$ cat src/rtl/zigbee_phy_pkg.sv
// rtl/zigbee_phy_pkg.sv - shared PPDU framer states, frame constants and CRC-16 step
package zigbee_phy_pkg;

    typedef enum logic [2:0] {
        IDLE,
        PRE,
        SFD,
        PHR,
        PAY,
        FCS,
        DONE
    } state_t;

    localparam int          PREAMBLE_SYMS = 8;
    localparam logic [7:0]  SFD_BYTE      = 8'hA7;
    localparam int          MAX_LEN       = 127;
    localparam logic [15:0] CRC_POLY      = 16'h1021;

    localparam logic [2:0]  PRE_LAST      = 3'(PREAMBLE_SYMS - 1);
    localparam logic [6:0]  FCS_MAX_LEN   = 7'(MAX_LEN - 2);

    // One byte through the x^16+x^12+x^5+1 register, data bit 0 first.
    function automatic logic [15:0] crc_byte(input logic [15:0] crc_in, input logic [7:0] data);
        logic [15:0] c;
        logic        fb;
        c = crc_in;
        for (int i = 0; i < 8; i++) begin
            fb = c[15] ^ data[i];
            c  = {c[14:0], 1'b0};
            if (fb) begin
                c = c ^ CRC_POLY;
            end
        end
        return c;
    endfunction

endpackage

$ cat src/rtl/crc16_802154.sv
// rtl/crc16_802154.sv - byte-wide CRC-16 accumulator with synchronous clear
module crc16_802154
    import zigbee_phy_pkg::*;
(
    input  logic        clk,
    input  logic        clr,
    input  logic        en,
    input  logic [7:0]  data,
    output logic [15:0] crc
);

    logic [15:0] crc_q;
    logic [15:0] crc_d;

    // Clear has priority so a new frame always starts from zero.
    always_comb begin
        crc_d = crc_q;
        if (clr) begin
            crc_d = '0;
        end else if (en) begin
            crc_d = crc_byte(crc_q, data);
        end
    end

    // CRC register.
    always_ff @(posedge clk) begin
        crc_q <= crc_d;
    end

    assign crc = crc_q;

endmodule

$ cat src/rtl/ppdu_symbol_framer.sv
// rtl/ppdu_symbol_framer.sv - PPDU to 4-bit symbol framer; PPDU_FCS_EN adds the CRC-16 FCS trailer
module ppdu_symbol_framer
    import zigbee_phy_pkg::*;
(
    input  logic       inClk,
    input  logic       inRstn,
    input  logic       inStart,
    input  logic [6:0] inLength,
    input  logic [7:0] inByte,
    input  logic       inByteValid,
    output logic       outByteReady,
    output logic [3:0] outSym,
    output logic       outSymValid,
    input  logic       inSymReady,
    output logic       outBusy,
    output logic       outDone,
    output logic       outErr
);

    state_t     state_q,     state_d;
    logic [2:0] sym_cnt_q,   sym_cnt_d;
    logic [6:0] len_q,       len_d;
    logic [6:0] fetch_cnt_q, fetch_cnt_d;
    logic [7:0] byte_q,      byte_d;
    logic       full_q,      full_d;
    logic       nib_q,       nib_d;
    logic       busy_q,      busy_d;
    logic       done_q,      done_d;
    logic       err_q,       err_d;

    logic [3:0] sym;
    logic       sym_valid;
    logic       byte_ready;
    logic       sym_xfer;
    logic       byte_xfer;
    logic       len_ok;
    logic [6:0] phr_len;

`ifdef PPDU_FCS_EN
    logic [15:0] crc;

    assign phr_len = len_q + 7'd2;
    assign len_ok  = (inLength != 7'd0) && (inLength <= FCS_MAX_LEN);

    crc16_802154 u_crc (
        .clk  (inClk),
        .clr  (!inRstn || ((state_q == IDLE) && inStart)),
        .en   (byte_xfer),
        .data (inByte),
        .crc  (crc)
    );
`else
    assign phr_len = len_q;
    assign len_ok  = (inLength != 7'd0);
`endif

    // Symbol and byte-handshake outputs decoded purely from registered state.
    always_comb begin
        sym        = 4'h0;
        sym_valid  = 1'b0;
        byte_ready = 1'b0;
        case (state_q)
            PRE: begin
                sym_valid = 1'b1;
            end
            SFD: begin
                sym_valid = 1'b1;
                sym       = sym_cnt_q[0] ? SFD_BYTE[7:4] : SFD_BYTE[3:0];
            end
            PHR: begin
                sym_valid = 1'b1;
                sym       = sym_cnt_q[0] ? {1'b0, phr_len[6:4]} : phr_len[3:0];
            end
            PAY: begin
                sym_valid  = full_q;
                sym        = nib_q ? byte_q[7:4] : byte_q[3:0];
                byte_ready = !full_q && (fetch_cnt_q != len_q);
            end
`ifdef PPDU_FCS_EN
            FCS: begin
                sym_valid = 1'b1;
                case (sym_cnt_q[1:0])
                    2'd0:    sym = crc[3:0];
                    2'd1:    sym = crc[7:4];
                    2'd2:    sym = crc[11:8];
                    default: sym = crc[15:12];
                endcase
            end
`endif
            default: begin
                sym = 4'h0;
            end
        endcase
    end

    assign sym_xfer  = sym_valid && inSymReady;
    assign byte_xfer = byte_ready && inByteValid;

    // Frame sequencing: next state, counters, holding register and status pulses.
    always_comb begin
        state_d     = state_q;
        sym_cnt_d   = sym_cnt_q;
        len_d       = len_q;
        fetch_cnt_d = fetch_cnt_q;
        byte_d      = byte_q;
        full_d      = full_q;
        nib_d       = nib_q;
        err_d       = 1'b0;
        case (state_q)
            IDLE: begin
                if (inStart) begin
                    if (len_ok) begin
                        len_d       = inLength;
                        state_d     = PRE;
                        sym_cnt_d   = 3'd0;
                        fetch_cnt_d = 7'd0;
                        full_d      = 1'b0;
                        nib_d       = 1'b0;
                    end else begin
                        err_d = 1'b1;
                    end
                end
            end
            PRE: begin
                if (sym_xfer) begin
                    if (sym_cnt_q == PRE_LAST) begin
                        state_d   = SFD;
                        sym_cnt_d = 3'd0;
                    end else begin
                        sym_cnt_d = sym_cnt_q + 3'd1;
                    end
                end
            end
            SFD: begin
                if (sym_xfer) begin
                    if (sym_cnt_q[0]) begin
                        state_d   = PHR;
                        sym_cnt_d = 3'd0;
                    end else begin
                        sym_cnt_d = sym_cnt_q + 3'd1;
                    end
                end
            end
            PHR: begin
                if (sym_xfer) begin
                    if (sym_cnt_q[0]) begin
                        state_d   = PAY;
                        sym_cnt_d = 3'd0;
                    end else begin
                        sym_cnt_d = sym_cnt_q + 3'd1;
                    end
                end
            end
            PAY: begin
                // Accept and emit never coincide: ready needs an empty register, valid a full one.
                if (byte_xfer) begin
                    byte_d      = inByte;
                    full_d      = 1'b1;
                    fetch_cnt_d = fetch_cnt_q + 7'd1;
                end
                if (sym_xfer) begin
                    if (!nib_q) begin
                        nib_d = 1'b1;
                    end else begin
                        nib_d  = 1'b0;
                        full_d = 1'b0;
                        if (fetch_cnt_q == len_q) begin
`ifdef PPDU_FCS_EN
                            state_d   = FCS;
                            sym_cnt_d = 3'd0;
`else
                            state_d   = DONE;
`endif
                        end
                    end
                end
            end
`ifdef PPDU_FCS_EN
            FCS: begin
                if (sym_xfer) begin
                    if (sym_cnt_q[1:0] == 2'd3) begin
                        state_d = DONE;
                    end else begin
                        sym_cnt_d = sym_cnt_q + 3'd1;
                    end
                end
            end
`endif
            DONE: begin
                state_d = IDLE;
            end
            default: begin
                state_d = IDLE;
            end
        endcase
        busy_d = (state_d != IDLE) && (state_d != DONE);
        done_d = (state_d == DONE);
    end

    // State register with synchronous active-low reset.
    always_ff @(posedge inClk) begin
        if (!inRstn) begin
            state_q     <= IDLE;
            sym_cnt_q   <= 3'd0;
            len_q       <= 7'd0;
            fetch_cnt_q <= 7'd0;
            byte_q      <= 8'd0;
            full_q      <= 1'b0;
            nib_q       <= 1'b0;
            busy_q      <= 1'b0;
            done_q      <= 1'b0;
            err_q       <= 1'b0;
        end else begin
            state_q     <= state_d;
            sym_cnt_q   <= sym_cnt_d;
            len_q       <= len_d;
            fetch_cnt_q <= fetch_cnt_d;
            byte_q      <= byte_d;
            full_q      <= full_d;
            nib_q       <= nib_d;
            busy_q      <= busy_d;
            done_q      <= done_d;
            err_q       <= err_d;
        end
    end

    assign outSym       = sym;
    assign outSymValid  = sym_valid;
    assign outByteReady = byte_ready;
    assign outBusy      = busy_q;
    assign outDone      = done_q;
    assign outErr       = err_q;

endmodule

$ cat config.mk
export PLATFORM = sky130hd
export DESIGN_NAME = ppdu_symbol_framer
export DESIGN_NICKNAME = d
export VERILOG_FILES = /design/src/rtl/zigbee_phy_pkg.sv /design/src/rtl/crc16_802154.sv /design/src/rtl/ppdu_symbol_framer.sv
export SDC_FILE = /design/constraint.sdc
export NUM_CORES = 1
export LEC_CHECK = 0
export CAP_MARGIN = 20
export CORE_ASPECT_RATIO = 0.8
export CORE_MARGIN = 2
export CORE_UTILIZATION = 45
export DETAILED_ROUTE_END_ITERATION = 6
export DONT_BUFFER_PORTS = 1
export HOLD_SLACK_MARGIN = 0.15
export SLEW_MARGIN = 20
export SYNTH_ARGS = -nofsm -noshare
export SYNTH_HDL_FRONTEND = slang
export SYNTH_SLANG_ARGS = --single-unit
$ cat constraint.sdc
create_clock -name inClk -period 3.4 [get_ports inClk]
set_input_delay 0.34 -clock inClk [delete_from_list [all_inputs] [get_ports inClk]]
set_output_delay 0.34 -clock inClk [all_outputs]
set_load 0.1 [all_outputs]
======== Yosys cells after proc, flatten, opt, wreduce, memory -nomap -nowiden ========
Cells that the tools add are included.
W data, S select, Z words.
word-level totals
  RAM bits ................................ 0
  logic and storage cells ................. 85
  bits in latches ......................... 0
  memories ................................ 0
  ROM bits ................................ 0
  bits in registers ....................... 33
  input port bits ......................... 20
cells by class
  multiplexer cells ....................... 39
  equal/unequal tests ..................... 15
  order comparisons ....................... 0
  multipliers ............................. 0
  bitwise logic cells ..................... 0
  reduce and logical (&&, ||, !) cells .... 19
  div/mod/pow operators ................... 0
  add/sub/neg operators ................... 2
  shift-type cells ........................ 0
operators with widths
  kind                   count
  $mux W3                17
  $mux W7                3
  $pmux W3 S5            1
  $pmux W7 S2            1
  $mux W4                3
  $pmux W4 S3            1
  $ne A2 B2 Y1 const B   5
  $eq A3 B3 Y1 const B   3
  $mux W1                9
  $pmux W3 S3            1
  $reduce_and A3 Y1      3
  $reduce_and A4 Y1      2
  $add A7 B1 Y7 const B  1
  $eq A7 B7 Y1           1
  $ne A7 B7 Y1           1
  $reduce_bool A7 Y1     1
  $eq A3 B2 Y1 const B   2
  $pmux W1 S2            3
  $reduce_bool A3 Y1     2
  $reduce_and A5 Y1      1
  $logic_and A1 B1 Y1    4
  $add A3 B1 Y3 const B  1
  $eq A3 B1 Y1 const B   1
  $logic_not A3 Y1       1
  other kinds (7)        7

======== Depth between registers and ports, before layout ========
Gate-level depths: netlist (run 1).
  depth after elaboration ................. 8
  gate-level depth with buffers ........... 7
  gate-level depth less buffers ........... 7

======== Worst setup path before layout (run 1) ========
No wires, ideal clock.
  path kind ............................... reg-to-output
  start ................................... register state_q[0]
  end ..................................... output port outSym[0]
  buffers on the path ..................... 1
  arrival ................................. 2.993 ns
  setup slack ............................. 0.067 ns
  required time ........................... 3.060 ns
  cell stages (with the launch flop) ...... 4
  cell sequence ........................... dfxtp_1 -> or3b_1 -> clkbuf_1 -> o21ai_0
on the way
  cells in the longest elaborated chain, start to end .. 2
  elaborated cells between the ends (all ways) .. 4
RTL lines
  item                                          line                       text
  start: declaration                            ppdu_symbol_framer.sv:20   state_t state_q, state_d;
  start signal: assignment                      ppdu_symbol_framer.sv:214  state_q <= state_d;
  $eq A3 B3 Y1 or $eq A3 B2 Y1 (tied branches)  ppdu_symbol_framer.sv:62   case (state_q)
  $pmux W4 S3 (*)                               ppdu_symbol_framer.sv:62
  end: declaration                              ppdu_symbol_framer.sv:12   output logic [3:0] outSym,
Mark *: on every way between the ends. The rest lies on a longest branch, timed or not.

======== Worst setup path after layout (run 1) ========
  start ................................... register state_q[0]
  end ..................................... register sym_cnt_q[2]
on the way
  cells in the longest elaborated chain, start to end .. 6
  elaborated cells between the ends (all ways) .. 16
RTL lines
  item                                                           line                                                 text
  $eq A3 B2 Y1 or $eq A3 B1 Y1 (tied branches)                   ppdu_symbol_framer.sv:62, ppdu_symbol_framer.sv:109
  $reduce_or A3 Y1 (no source line)                              --
  $pmux W1 S2                                                    ppdu_symbol_framer.sv:62
  $logic_and A1 B1 Y1                                            ppdu_symbol_framer.sv:96                             assign sym_xfer = sym_valid && inSymReady;
  $ne A2 B2 Y1 (no source line) or $ne A2 B1 Y1 (tied branches)  --
  $reduce_and A5 Y1 (no source line)                             --
  end signal: assignment                                         ppdu_symbol_framer.sv:215                            sym_cnt_q <= sym_cnt_d;
  end: declaration                                               ppdu_symbol_framer.sv:21                             logic [2:0] sym_cnt_q, sym_cnt_d;
Parallel ways exist; a longest one is shown, timed or not.
A chain may end at the register's enable or synchronous reset.

==> results of run 1 <==
-- state kept, by name, summed over array words and instances, names as in the netlist --
signal,cells
byte_q,8
fetch_cnt_q,7
len_q,7
state_q,3
sym_cnt_q,3
full_q,1
nib_q,1
outBusy,1
outDone,1
outErr,1
-- how the worst max path moves through the flow --
stage,from,cells after the start,end,slack (ns)
floorplan,state_q[0],3,outSym[0],0.07
global placement,state_q[0],5,sym_cnt_q[2],0.96
detailed placement,state_q[0],5,sym_cnt_q[2],0.85
CTS,state_q[0],5,sym_cnt_q[2],0.84
global route,state_q[0],5,sym_cnt_q[2],0.65
finish,state_q[0],5,sym_cnt_q[2],0.82
-- power breakdown --
part | total [uW] | leakage, uW | switching [uW] | internal, uW
logic | 65.8 | 0.000410 | 39.7 | 26.1
registers | 416 | 0.000268 | 21.0 | 395
clock network | 264 | 0.0000399 | 129 | 134
-- through the flow --
step           setup slack (ns)  util (%)  instances  hold slack (ns)
5_1_grt                   0.646      50.5        247            0.181
4_1_cts                   0.837      50.5        247            0.180
6_report                  0.825      50.5        247            0.192
3_5_place_dp              0.855      48.5        241            0.453
3_3_place_gp              0.957      48.5        241            0.447
2_1_floorplan            0.0671         -        205            0.435
-- layout by cell type, fill, tap and decap left out, drive strengths merged, types with 4 or more instances in the layout --
| cell type | n |
|---|---|
| dfxtp | 33 |
| nand2 | 19 |
| o21ai | 16 |
| mux2i | 13 |
| nor2b | 11 |
| nand3 | 10 |
| nor2 | 8 |
| a21oi | 7 |
| xor2 | 7 |
| and2 | 6 |
| clkbuf | 6 |
| inv | 5 |
| buf | 5 |
| or4 | 4 |
| nand4 | 4 |
| and3 | 4 |
| ha | 4 |
| nor3 | 4 |
-- logic make-up (layout without fill, tap and decap cells) --
| family | count (synthesis) | count (layout) | share of synthesized area, % |
|---|---|---|---|
| AO/OA/AOI/OAI | 42 | 42 | 15.4 |
| XOR/XNOR | 8 | 8 | 4.04 |
| adder cells (fa/ha/maj) | 4 | 4 | 2.88 |
| buffers and inverters | 19 | 17 | 4.25 |
| flip-flops | 33 | 33 | 38.1 |
| multiplexers | 13 | 13 | 7.50 |
| AND/OR/NAND/NOR | 86 | 86 | 27.9 |
-- cell type report --
cell class	instances	area, sq um
fill	365	1860
multi-input combinational	153	1020
sequential	33	661
clock buffer	5	68.8
timing repair buffer	6	62.6
tap	44	55.1
inverter	5	18.8
clock inverter	1	5.00
-- layer usage --
| metal | part of all wire (%) | wire (microns) |
|---|---|---|
| met4 | 1.1 | 40 |
| met3 | 5.9 | 222 |
| met1 | 49 | 1860 |
| met2 | 44 | 1660 |
| met5 | 0 | 0 |
==> results_dict.tcl, run 1 <==
set metrics [dict create \
    syn-num-nets 229 \
    r2r_setup_slack_ns 0.82 \
    total_power_uw 746 \
    clk_path_buf_depth 2 \
    clk_pin_slew_ns 0.06 \
    synth_seq_cells 33 \
    rsz0062_at_grt "false" \
    numCtsBuffers 5 \
    vias 1483 \
    drt_iter0_drc 72 \
    viasPerCell 6.00 \
    yosys_warnings 0 \
    hp-class "in -> reg" \
    crit_buf_inv 0 \
    fmax_ghz 0.388 \
    syn_avg_cell_area_sq_um 8.47 \
    grt_use_met3_pct 4.25 \
    fp.coreArea_sq_mm 0.00375 \
    fin_crit_ns 2.58 \
    worst_r2r_path_depth 5 \
    cts_sinks 33 \
    cp.arrival_ns 2.78 \
    worstPathCellList "nor4b_1 -> o41a_1 -> a21oi_1 -> or4b_1 -> a21boi_1" \
    async_reset_ff_share_pct 0 \
    cts_resized 0 \
    grt_overflow 0 \
    seq_area_frac_synth_pct 38.1 \
    dr.pass1.iters 5 \
    port_buffers 0 \
    crit_family "compound AO/OA/AOI/OAI gates" \
    die-area_sq_mm 0.00437 \
    outcome "complete, no violations" \
    yosys.area.top_type "dfxtp_1" \
    nets 228 \
    core.rowCount 20 \
    required_ns 3.61 \
    cts_hold_buf 0 \
    rr_startpoint "state_q[0]" \
    min_delay_path_depth 1 \
    grt_pass1_vias 1368 \
    use_met1_pct 25.3 \
    power_density_mw_per_mm2 394 \
    postLayoutCellArea_sq_mm 0.00189 \
    cpPeakStageDelay_ns 0.69 \
    ys_types 42 \
    finalSetupTns_ns 0 \
    setup-violations-final 0 \
    route.detailed.drc 0 \
    whs_endpoint "state_q[0]" \
    regToRegEndpoint "sym_cnt_q[2]" \
    synth_top_area_share_pct 38.1 \
    die_x_microns 73.4 \
    p_leak_uw 0.000717 \
    crit_fanout 17 \
    post-synth-top-count-cell "dfxtp_1" \
    use_met2_pct 29.0 \
    drt_wl_total_microns 3790 \
    ir_drop_uv 183 \
    post_cts_buffers 0 \
    syn_inst 205 \
    routabilityCongestion 0.833 \
    path_class "reg -> reg" \
    synth_edf_count 0 \
    endpoint_kind "register" \
    ys_top_cells_by_count "dfxtp_1 (33), nand2_1 (19), o21ai_0 (15)" \
    startpoint_type "register" \
    cts_root_buf "clkbuf_8" \
    relSlewSlack_pct 37.4 \
    grt_max_degree 37 \
    antenna_cells 0 \
    chipHeight_microns 59.5 \
    dp_hpwl_microns 2730 \
    grt_pass1_wl_microns 6200 \
    place_area_sq_mm 0.00182 \
    skew_ns 0.00595 \
    start_util_pct 46.2 \
    antenna_found_initial 0 \
    finalCritPeriodShare_pct 75.7 \
    ys.flop_type "dfxtp_1" \
    grtUsageTotal_pct 18.5 \
    wl_per_cell_microns 15.3 \
    io_pins 29 \
    max_cap_violations 0 \
    syn_to_final_growth_pct 9.16 \
    worstHoldStart "inRstn" \
    cts_tree "built" \
    drv_slew 0 \
    synth_area_leaders "dfxtp_1 (38%), mux2i_1 (7.5%), o21ai_0 (4.3%)" \
    drtAntennaViolNets 0 \
    netlist_area_sq_mm 0.00174 \
    clkLatencyLatePin_ns 0.28 \
    drive_gt1_share_pct 9.36 \
    timing_hold_violations_final 0 \
    worst_pin_slew_ns 0.938 \
    slowest_stage "o41a_1" \
    grt_busiest_layer "met2" \
    htreeDepth 2 \
]
Note: power is estimated with default switching activity, not from simulation.
==> run 2, diff against run 1 <==
==> constraint.sdc (replaced) <==
create_clock -name inClk -period 2.7 [get_ports inClk]
set_input_delay 0.27 -clock inClk [delete_from_list [all_inputs] [get_ports inClk]]
set_output_delay 0.27 -clock inClk [all_outputs]
set_load 0.1 [all_outputs]
==> run 2 against run 1 <==
Compared with the run above:
- critical endpoint is now outSym[3]
- combinational power grew 57%
- cell count grew 5.7%
- first-iteration DRC count grew 50%
- power grew 38%
- critical path type is now reg -> out
- worst hold slack lost 0.039 ns
- via count grew 1.0%
- cell area grew 7.5%
- register-to-register slack lost 0.30 ns
- sequential power grew 26%
- clock power grew 51%
- global-route usage grew 1.3 points
- non-clock buffer count grew 12
==> results_dict.tcl, run 2 (synthesis gave the netlist of run 1 again) <==
set metrics [dict create \
    cts_hold_buf 9 \
    p_leak_uw 0.000783 \
    nFillCells 328 \
    fp.coreArea_sq_mm 0.00375 \
    numCtsBuffers 5 \
    place_area_sq_mm 0.00184 \
    p_comb_share_pct 10.1 \
    endpoint_kind "output pin" \
    post_cts_buffers 0 \
    die-area_sq_mm 0.00437 \
    clkPwrFrac_pct 38.9 \
    setup-violations-final 0 \
    drive_gt1_share_pct 10.6 \
    clk_pin_slew_ns 0.06 \
    crit_fanout 11 \
    viasPerCell 5.74 \
    fin_crit_ns 2.23 \
    final_common_cell "dfxtp_1" \
    vias 1498 \
    nets 240 \
    ir_drop_uv 287 \
    core.rowCount 20 \
    cts_resized 0 \
    worst_pin_slew_ns 0.937 \
    cp.arrival_ns 1.96 \
    multi_input_area_sq_mm 0.00102 \
    internal_power_uw 773 \
    grt_max_degree 30 \
    required_ns 2.43 \
    grtUsageTotal_pct 19.8 \
    power_density_mw_per_mm2 504 \
    worst_r2r_path_depth 5 \
    cts_sinks 33 \
    drt_iter0_drc 108 \
    wl_per_cell_microns 15.2 \
    port_buffers 0 \
    chipHeight_microns 59.5 \
    drtAntennaViolNets 0 \
    hold_ws_ns 0.153 \
    instances_no_fill 261 \
    dr.pass1.iters 5 \
    timing_hold_violations_final 0 \
    seqPwrFrac_pct 51.1 \
    regMostFlops "byte_q" \
    grt_pass1_vias 1443 \
    syn_to_final_growth_pct 17.4 \
    max_cap_violations 0 \
    switchingPower_uw 254 \
    finalSetupTns_ns 0 \
    fmax_ghz 0.448 \
    finalCritPeriodShare_pct 82.6 \
    regArea_sq_um 661 \
    io_pins 29 \
    htreeDepth 2 \
    postLayoutCellArea_sq_mm 0.00204 \
    outcome "complete, no violations" \
    clk_path_buf_depth 2 \
    start_util_pct 46.2 \
    drv_slew 0 \
    p_sw_share_pct 24.7 \
    cts_tree "built" \
    min_delay_path_depth 2 \
    path_class "reg -> out" \
    grt_pass1_wl_microns 6560 \
    routabilityCongestion 0.837 \
    dp.cells 243 \
    reg_top3 "byte_q (8), fetch_cnt_q (7), len_q (7)" \
    route.detailed.drc 0 \
    antenna_cells 0 \
    cts_root_buf "clkbuf_8" \
    skew_ns 0.00397 \
    final_cell_mix "dfxtp_1 (33), nand2_1 (19), mux2i_1 (13), o21ai_0 (12)" \
    clkLatencyLatePin_ns 0.28 \
    grt_overflow 0 \
    hp-class "in -> reg" \
    largest_reg_flops 8 \
    antenna_found_initial 0 \
    relSlewSlack_pct 37.5 \
    dp_hpwl_microns 2780 \
    startpoint_type "register" \
    die_x_microns 73.4 \
    rsz0062_at_grt "false" \
    drt_wl_total_microns 3960 \
]
-- run 2: cell count changes in the layout (fill, tap and decap cells not counted) --
cell           change
buf_4              +2
dlygate4sd3_1     +10
clkbuf_8           +2
-- run 2: worst paths after layout --
check | start | end | slack [ns]
setup / recovery | state_q[2] | outSym[3] | 0.47
hold / removal | inByte[6] | byte_q[6] | 0.15
setup reg to reg | state_q[0] | sym_cnt_q[2] | 0.52
hold reg to reg | sym_cnt_q[2] | sym_cnt_q[2] | 0.46
-- run 2: metrics by stage --
stage | util (%) | power [uW] | setup slack, ns
after global routing | 54.3 | 1070 | 0.336
final | 54.3 | 1030 | 0.469
after detailed placement | 48.9 | 620 | 0.534
after floorplan | - | 609 | -0.563
after CTS | 54.0 | 1030 | 0.488
after global placement | 48.9 | 618 | 0.653
-- run 2: area by class of cell --
class | instances | area share (%)
flip-flops and latches | 33 | 32.4
repair buffers | 18 | 8.72
clock inverters | 1 | 0.246
well taps | 44 | 2.70
inverters | 5 | 0.921
multi-input cells | 153 | 50.2
clock buffers | 7 | 4.73
-- run 2: power groups by stage --
stage | clock network [uW] | registers [uW] | logic [uW]
final | 399 | 525 | 103
after global routing | 431 | 527 | 114
after CTS | 408 | 524 | 101
after detailed placement | 0 | 535 | 85.1
after global placement | 0 | 535 | 83.3
after floorplan | 0 | 526 | 82.6
-- run 2: metal layers --
layer	GRT usage, %	up-vias	part of all wire, %
li1	-	756	-
met1	26.9	687	47
met2	29.9	46	44
met3	5.78	9	7.0
met4	7.01	0	1.7
met5	0	-	0
-- run 2: critical path, stage by stage, from the launching register on --
cell and delay (ns):
dfxtp_1 0.52, or3b_1 0.59, o22ai_2 0.26, buf_4 0.31
